`src/rtl/cnt_mon_pkg.sv`:
```
// cnt_mon_pkg
// Shared definitions for the counter event monitor:
//   CNT_W       - width of the monitored upstream counter
//   WRAP_W_DEF  - default width of the saturating wrap-event counter
//   state_t     - monitor FSM state encodings
package cnt_mon_pkg;

  localparam int CNT_W      = 4;
  localparam int WRAP_W_DEF = 8;

  typedef enum logic [1:0] {
    ST_IDLE  = 2'd0,  // no valid previous sample yet
    ST_TRACK = 2'd1,  // checking every sample against prev+1
    ST_ERR   = 2'd2   // sequence error seen, held until clr
  } state_t;

endpackage

```
`src/rtl/sat_cnt.sv`:
```
// sat_cnt
// Saturating up-counter with synchronous clear.
// Ports:
//   clk  - clock
//   rst  - asynchronous active-high reset (count -> 0)
//   inc  - increment by one unless already at all-ones
//   clr  - synchronous clear, takes priority over inc
//   cnt  - current count
module sat_cnt #(
  parameter int WIDTH = 8
) (
  input  logic             clk,
  input  logic             rst,
  input  logic             inc,
  input  logic             clr,
  output logic [WIDTH-1:0] cnt
);

  always_ff @(posedge clk or posedge rst) begin
    if (rst) begin
      cnt <= '0;
    end else if (clr) begin
      cnt <= '0;
    end else if (inc && (cnt != '1)) begin
      cnt <= cnt + 1'b1;
    end
  end

endmodule

```
`src/rtl/cnt_evt_mon.sv`:
```
// cnt_evt_mon
// Watches the output of an upstream 4-bit loadable up-counter, flags
// out-of-sequence samples, counts 15->0 wraps and pulses when the count
// enters a threshold value.
// Ports:
//   clk         - clock, all state updates on the rising edge
//   rst         - asynchronous active-high reset
//   load_in     - copy of the upstream counter's load strobe
//   count_in    - upstream counter value
//   thresh      - value that raises match_pulse when entered
//   clr         - synchronous clear of statistics, error and FSM
//   wrap_cnt    - saturating number of wraps seen
//   wrap_pulse  - one-cycle wrap indication
//   match_pulse - one-cycle threshold-entry indication
//   err         - sticky sequence error
//   state       - FSM state encoding
module cnt_evt_mon
  import cnt_mon_pkg::*;
#(
  parameter int WRAP_W = WRAP_W_DEF
) (
  input  logic              clk,
  input  logic              rst,
  input  logic              load_in,
  input  logic [CNT_W-1:0]  count_in,
  input  logic [CNT_W-1:0]  thresh,
  input  logic              clr,
  output logic [WRAP_W-1:0] wrap_cnt,
  output logic              wrap_pulse,
  output logic              match_pulse,
  output logic              err,
  output logic [1:0]        state
);

  state_t           st;
  logic [CNT_W-1:0] prev_cnt;
  logic             prev_ld;

  logic [CNT_W-1:0] expected;
  logic             active;
  logic             legal;
  logic             wrap_det;
  logic             match_det;

  // Checks only make sense once a previous sample exists.
  assign active   = (st == ST_TRACK) || (st == ST_ERR);
  assign expected = prev_cnt + CNT_W'(1);
  // A load on the previous cycle makes any next value acceptable.
  assign legal    = (count_in == expected) || prev_ld;
  assign wrap_det = active && (prev_cnt == '1) && (count_in == '0) && !prev_ld;
  // Fires on entry into thresh; a reload counts as a fresh entry even when
  // the value does not change.
  assign match_det = active && (count_in == thresh) &&
                     ((prev_cnt != thresh) || prev_ld);

  always_ff @(posedge clk or posedge rst) begin
    if (rst) begin
      st          <= ST_IDLE;
      prev_cnt    <= '0;
      prev_ld     <= 1'b0;
      wrap_pulse  <= 1'b0;
      match_pulse <= 1'b0;
      err         <= 1'b0;
    end else begin
      // History is captured every edge, clr included, so tracking can
      // resume from a real sample after the IDLE edge.
      prev_cnt <= count_in;
      prev_ld  <= load_in;
      if (clr) begin
        st          <= ST_IDLE;
        wrap_pulse  <= 1'b0;
        match_pulse <= 1'b0;
        err         <= 1'b0;
      end else begin
        wrap_pulse  <= wrap_det;
        match_pulse <= match_det;
        case (st)
          ST_IDLE: begin
            st <= ST_TRACK;
          end
          ST_TRACK: begin
            if (!legal) begin
              st  <= ST_ERR;
              err <= 1'b1;
            end
          end
          ST_ERR: begin
            st  <= ST_ERR;
            err <= 1'b1;
          end
          default: begin
            st  <= ST_IDLE;
            err <= 1'b0;
          end
        endcase
      end
    end
  end

  sat_cnt #(
    .WIDTH (WRAP_W)
  ) u_wrap_cnt (
    .clk (clk),
    .rst (rst),
    .inc (wrap_det),
    .clr (clr),
    .cnt (wrap_cnt)
  );

  assign state = st;

endmodule

```
`config.mk`:
```
export PLATFORM = sky130hd
export DESIGN_NAME = cnt_evt_mon
export DESIGN_NICKNAME = d
export VERILOG_FILES = /design/src/rtl/cnt_mon_pkg.sv /design/src/rtl/sat_cnt.sv /design/src/rtl/cnt_evt_mon.sv
export SDC_FILE = /design/constraint.sdc
export NUM_CORES = 1
export LEC_CHECK = 0
export BUFFER_PORTS_ARGS = -buffer_cell sky130_fd_sc_hd__buf_4
export CAP_MARGIN = 20
export CORE_ASPECT_RATIO = 1.1
export CORE_MARGIN = 2
export CORE_UTILIZATION = 50
export CTS_BUF_LIST = sky130_fd_sc_hd__clkbuf_16
export CTS_CLUSTER_SIZE = 30
export DETAILED_ROUTE_END_ITERATION = 8
export GPL_ROUTABILITY_DRIVEN = 1
export GPL_TIMING_DRIVEN = 0
export PLACE_DENSITY_LB_ADDON = 0.3
export SLEW_MARGIN = 20
export SYNTH_ARGS = -nofsm -noshare
export SYNTH_HDL_FRONTEND = slang
export SYNTH_SLANG_ARGS = --single-unit
```
`constraint.sdc`:
```
create_clock -name clk -period 3.9 [get_ports clk]
set_input_delay 0.195 -clock clk [delete_from_list [all_inputs] [get_ports clk]]
set_output_delay 0.195 -clock clk [all_outputs]
set_load 0.05 [all_outputs]
```
Yosys cells after proc, flatten, opt, wreduce, memory -nomap -nowiden:

Index checks and enable logic that the tools add are counted.

* bits in registers: 18
* bits of input ports: 12
* output and inout port bits: 13
* logic and storage cells: 42

* add/subtract/negate cells: 2
* equal/unequal tests: 9
* multiplexer cells: 10
* reductions and logical operators: 14

Operators with widths (count)
* $mux 8: 2
* $add 8x1->8 const B: 1
* $eq 4x4->1: 2
* $ne 8x8->1 const B: 1
* $logic_and 1x1->1: 6
* $pmux 2 s3: 1
* $add 4x1->4 const B: 1
* $eq 4x4->1 const B: 1
* $logic_not 4->1: 1
* $mux 1: 4
* $mux 2: 2
* $ne 4x4->1: 1
* $logic_or 1x1->1: 3
* $ne 3x3->1 const B: 1
* $pmux 1 s3: 1
* $eq 2x1->1 const B: 1
* $eq 2x2->1 const B: 1
* $logic_not 2->1: 1
* $ne 2x2->1 const B: 1
* $reduce_and 2->1: 1
* $reduce_bool 2->1: 1
* $logic_not 1->1: 1

Logic depth before layout (Yosys ltp):

* depth in word-level cells: 8
* depth in mapped cells: 6
* mapped depth without buffers: 5

By module:

A second synthesis with hierarchy kept.

* cells, all modules: 100
* area, all modules: 1081.0 um^2

Modules (own cells, without submodules)
* cnt_evt_mon: instances 1, cells each 51, area each 576.8 um^2, seq. area each 250.2 um^2
* sat_cnt: instances 1, cells each 49, area each 504.2 um^2, seq. area each 200.2 um^2

Least setup slack after synthesis:

OpenSTA, ideal clock, no wires.

* path type: flip-flop to flip-flop
* start: register st[1] (netlist: state[1])
* end: register u_wrap_cnt.cnt[4]
* setup time: 0.125 ns
* data arrival time: 1.846 ns
* data required time: 3.775 ns
* setup slack: 1.929 ns
* cell stages (with the launch flop): 6
* buffers on the path: 0
* period minus slack after synthesis: 1.971 ns
* cell sequence: dfrtp_1 inv_1 ha_1 nand4_2 nor4b_1 mux2_2

* longest elaborated chain between the ends: 7
* elaborated cells on any way between the ends: 8
* those cells by class: eq/ne (2); reduce/logical (6)

RTL lines
* start, declared: RTL line cnt_evt_mon.sv:35 `state_t st;`
* start signal, assigned: RTL line cnt_evt_mon.sv:58 `st <= ST_IDLE;`
* start signal, assigned: RTL line cnt_evt_mon.sv:70 `st <= ST_IDLE;`
* start signal, assigned: RTL line cnt_evt_mon.sv:79 `st <= ST_TRACK;`
* $eq 2x1->1 / $eq 2x2->1 (equally long branches): RTL line cnt_evt_mon.sv:46 `assign active = (st == ST_TRACK) || (st == ST_ERR);`
* $logic_or 1x1->1 (*): RTL line cnt_evt_mon.sv:46
* $logic_and 1x1->1 (*) (3 in a row): RTL line cnt_evt_mon.sv:50 `assign wrap_det = active && (prev_cnt == '1) && (count_in == '0) && !prev_ld;`
* $logic_and 1x1->1 (*): RTL line sat_cnt.sv:24 `end else if (inc && (cnt != '1)) begin`
* $reduce_bool 2->1 (no line) (*)
* end signal, assigned: RTL line sat_cnt.sv:25 `cnt <= cnt + 1'b1;`
* end, declared: RTL line sat_cnt.sv:16 `output logic [WIDTH-1:0] cnt`

Every way passes the cells marked *; elsewhere a longest branch is shown, timed or not.
A chain may end at the register's enable or synchronous reset.

Worst setup path after layout:

* start: register prev_cnt[0]
* end: register u_wrap_cnt.cnt[4]

* longest elaborated chain between the ends: 6

RTL lines
* start, declared: RTL line cnt_evt_mon.sv:36 `logic [CNT_W-1:0] prev_cnt;`
* start signal, assigned: RTL line cnt_evt_mon.sv:67 `prev_cnt <= count_in;`
* $eq 4x4->1: RTL line cnt_evt_mon.sv:50
* $logic_and 1x1->1 (3 in a row): RTL line cnt_evt_mon.sv:50
* $logic_and 1x1->1: RTL line sat_cnt.sv:24
* $reduce_bool 2->1 (no line)

Every way passes these cells.

==> key figures <==
Clocking
  – CTS Hold Buffers Added: 0
  – Clk slew on worst S/H paths: 0.05 ns
  – CTS Sinks: 18
  – CTS Buffer Depth: 2
  – Root Buffer: clkbuf_16
  – Number of buffers created by CTS: 3
  – Post-CTS setup buffer count: 0
  – Worst skew pair latency: around 0.25 ns
  – Post-CTS sizing: 0
  – H-tree levels: 1
  – CTS tree: done

Route
  – DR iter-0 viols: 4
  – DRC viols: 0
  – WL final: 2080 um
  – Post-route ant nets: 0
  – 1st-pass router iterations: 4
  – WL per Instance: 13.6 um
  – Via Count: 849
  – Vias per cell: around 5.5

STA
  – Endpoints failing hold: 0
  – Fmax: 0.522 GHz
  – Period utilization: between 40 and 50%
  – Worst-Margin Slew: 0.710 ns
  – Max Transition Viols Final: 0
  – Setup TNS: 0 ns
  – Setup violators final: 0
  – Worst Slack Setup Final: 1.99 ns
  – Slew margin rel.: between 50 and 60%
  – Skew final: around 0.0044 ns
  – RSZ-0062 raised after global routing: no
  – Min Tclk post-route: 1.91 ns

Place
  – Port-buffer cells: 24
  – Estimated wirelength of the detail-placed design: approximately 1500 um
  – Placement Cell Area: ~1200 um2
  – Routability cong.: 0.778
  – Worst slack, placed: 1.99 ns
  – Placed cells: 150

Pwr
  – Internal power: between 0.4 and 0.5 mW
  – Combinational group share of total power: between 30% and 40%
  – Reg power frac: 36.4%
  – Leakage: roughly 0.57 nW
  – Switching power: 0.194 mW
  – Net Sw Frac: around a third
  – PwrDens: roughly 460 nW/um2
  – Maximum vdd drop: 0.306 mV
  – Clock share of power: 33.4%

Setup path
  – Flop2flop setup slack: roughly 2.0 ns
  – RR Startpoint: prev_cnt[0]
  – Crit path required time: 4.03 ns
  – CP max FO: 6
  – Critical Path End: u_wrap_cnt.cnt[4]
  – R2R cell count: 5
  – Reg2Reg Capture Point: u_wrap_cnt.cnt[4]
  – CP Capture Type: register
  – Startpoint types: register
  – CP Class: register to register
  – Critical path startpoint: prev_cnt[0]
  – Data arrival time of the worst path: between 2 and 2.5 ns

Cells and area
  – Util after Layout: 66.4%
  – Ant diodes: 0
  – Fin nets: between 100 and 150
  – Share of layout cells above drive strength 1: 24.8%
  – Post-Layout Cell Count: 153
  – Syn-to-layout area delta: 28.8%
  – Post-route cell area: 1300 um2

Yosys
  – Yosys warning count: 0
  – Top cell type by total area after synthesis: dfrtp_1
  – Post-synth top cells: dfrtp_1 (18), xnor2_1 (10), a21oi_1 (7), nand3_1 (7)
  – Syn Nets: 114
  – Count leader, synth: dfrtp_1
  – Largest cells by area after synthesis: dfrtp_1 (45%), xnor2_1 (8.7%), ha_1 (5.0%), a21oi_1 (3.5%), nand3_1 (3.5%)
  – Mapped Cells: 98
  – Seq/Total Area, Yosys: 44.7%
  – Ys async rst share: 100%
  – Top FF cell, synth: dfrtp_1
  – Post-synth top area share: 44.7%
  – Number of flops mapped to enable cells by yosys: 0
  – Post-synthesis cell area: 1010 um2
  – Yosys reg bits: 18
  – Syn Area/Cell: 10.3 um2
  – Yosys cell types: 27

GRT
  – Largest net degree at the start of global routing: 19
  – First-pass GRT wire length: 3420 um
  – Initial antenna violation count: 0
  – Global route overflow: 0
  – GRT Util Overall: 19.9%
  – Number of global-route vias before repair: 792

Run
  – Max_cap viols: 0

Worst hold path
  – HP Start: load_in
  – Hold Crit Class: primary input to register

Die
  – Core area: 1960 um2
  – Die Y: between 50 and 60 um
  – Total Die Area: 2390 um2
  – Die W: roughly 47 um
  – IO Count: 25
  – Initial core utilization: about half
  – FP Rows: 17

Status
  – Status: completed
## how the worst min path moves through the flow
stage / endpoint / slack (ns) / cells past startpoint
floorplan: err / 0.13 / 1
global placement: prev_ld / 0.30 / 1
detailed placement: prev_ld / 0.31 / 1
CTS: prev_ld / 0.05 / 1
global route: prev_ld / 0.06 / 1
finish: prev_ld / 0.06 / 1
## power groups by stage
stage          Combinational, mW  Sequential (mW)  Clock, mW
4_1_cts                    0.183            0.219      0.201
3_5_place_dp               0.181            0.221          0
6_report                   0.182            0.219      0.201
3_3_place_gp               0.178            0.220          0
5_1_grt                    0.200            0.222      0.210
2_1_floorplan             0.0802            0.268          0
## cell usage in the layout (no fill, tap or decap), drive strengths merged, types with 2 or more instances in the layout
cell / Yosys / routed
a21oi: 7 / 7
buf: 1 / 25
clkbuf: 1 / 4
dfrtp: 18 / 18
ha: 4 / 4
inv: 4 / 4
mux2: 2 / 2
mux2i: 3 / 3
nand2: 3 / 3
nand2b: 5 / 5
nand3: 7 / 7
nand4: 2 / 2
nor2: 5 / 5
nor2b: 3 / 3
nor4: 2 / 2
o21ai: 2 / 2
o31ai: 4 / 4
o41ai: 2 / 2
or3: 2 / 2
or4: 3 / 3
xnor2: 10 / 10
xor2: 4 / 4
## worst max-delay path, cell delays in order (launching register included)
cell and delay [ns]:
dfrtp_1 0.42, ha_1 0.21, and4bb_1 0.23, nand4_2 0.16
nor4b_1 0.40, mux2_2 0.38
## per-layer routing
layer / GRT usage (%) / wire (um) / up-vias
met2: 34.7 / 1120 / 23
met1: 24.5 / 845 / 415
met4: 5.56 / 24 / 0
met3: 3.18 / 88 / 5
met5: 0 / 0 / -
li1: - / - / 406
## sequential cells by signal, summed over array words and instances, names as in the netlist
signal	cells
err	1
match_pulse	1
prev_cnt	4
prev_ld	1
state	2
u_wrap_cnt.cnt	8
wrap_pulse	1
## through the flow
step	power, mW	hold WS, ns
floorplan	0.348	0.134
global placement	0.398	0.305
detailed placement	0.402	0.306
CTS	0.604	0.0540
global route	0.632	0.0579
finish	0.601	0.0555
## cells by family (layout without fill, tap and decap cells)
kind of cell / after synthesis / after routing / synth area share (%)
compound gates: 15 / 15 / 9.18
simple gates: 36 / 36 / 21.5
buf+inv: 6 / 33 / 2.36
flops: 18 / 18 / 44.7
fa+ha+maj: 4 / 4 / 4.96
xor+xnor: 14 / 14 / 12.2
mux: 5 / 5 / 5.21
## cell type report
type                       count  area, um2
fill                         171        658
tap                           28       35.0
sequential                    18        450
timing repair buffer          24        180
buffer                         2       8.76
multi-input combinational     74        534
inverter                       4       15.0
clock buffer                   3       75.1
No activity file was read; power rests on OpenSTA's default activity.
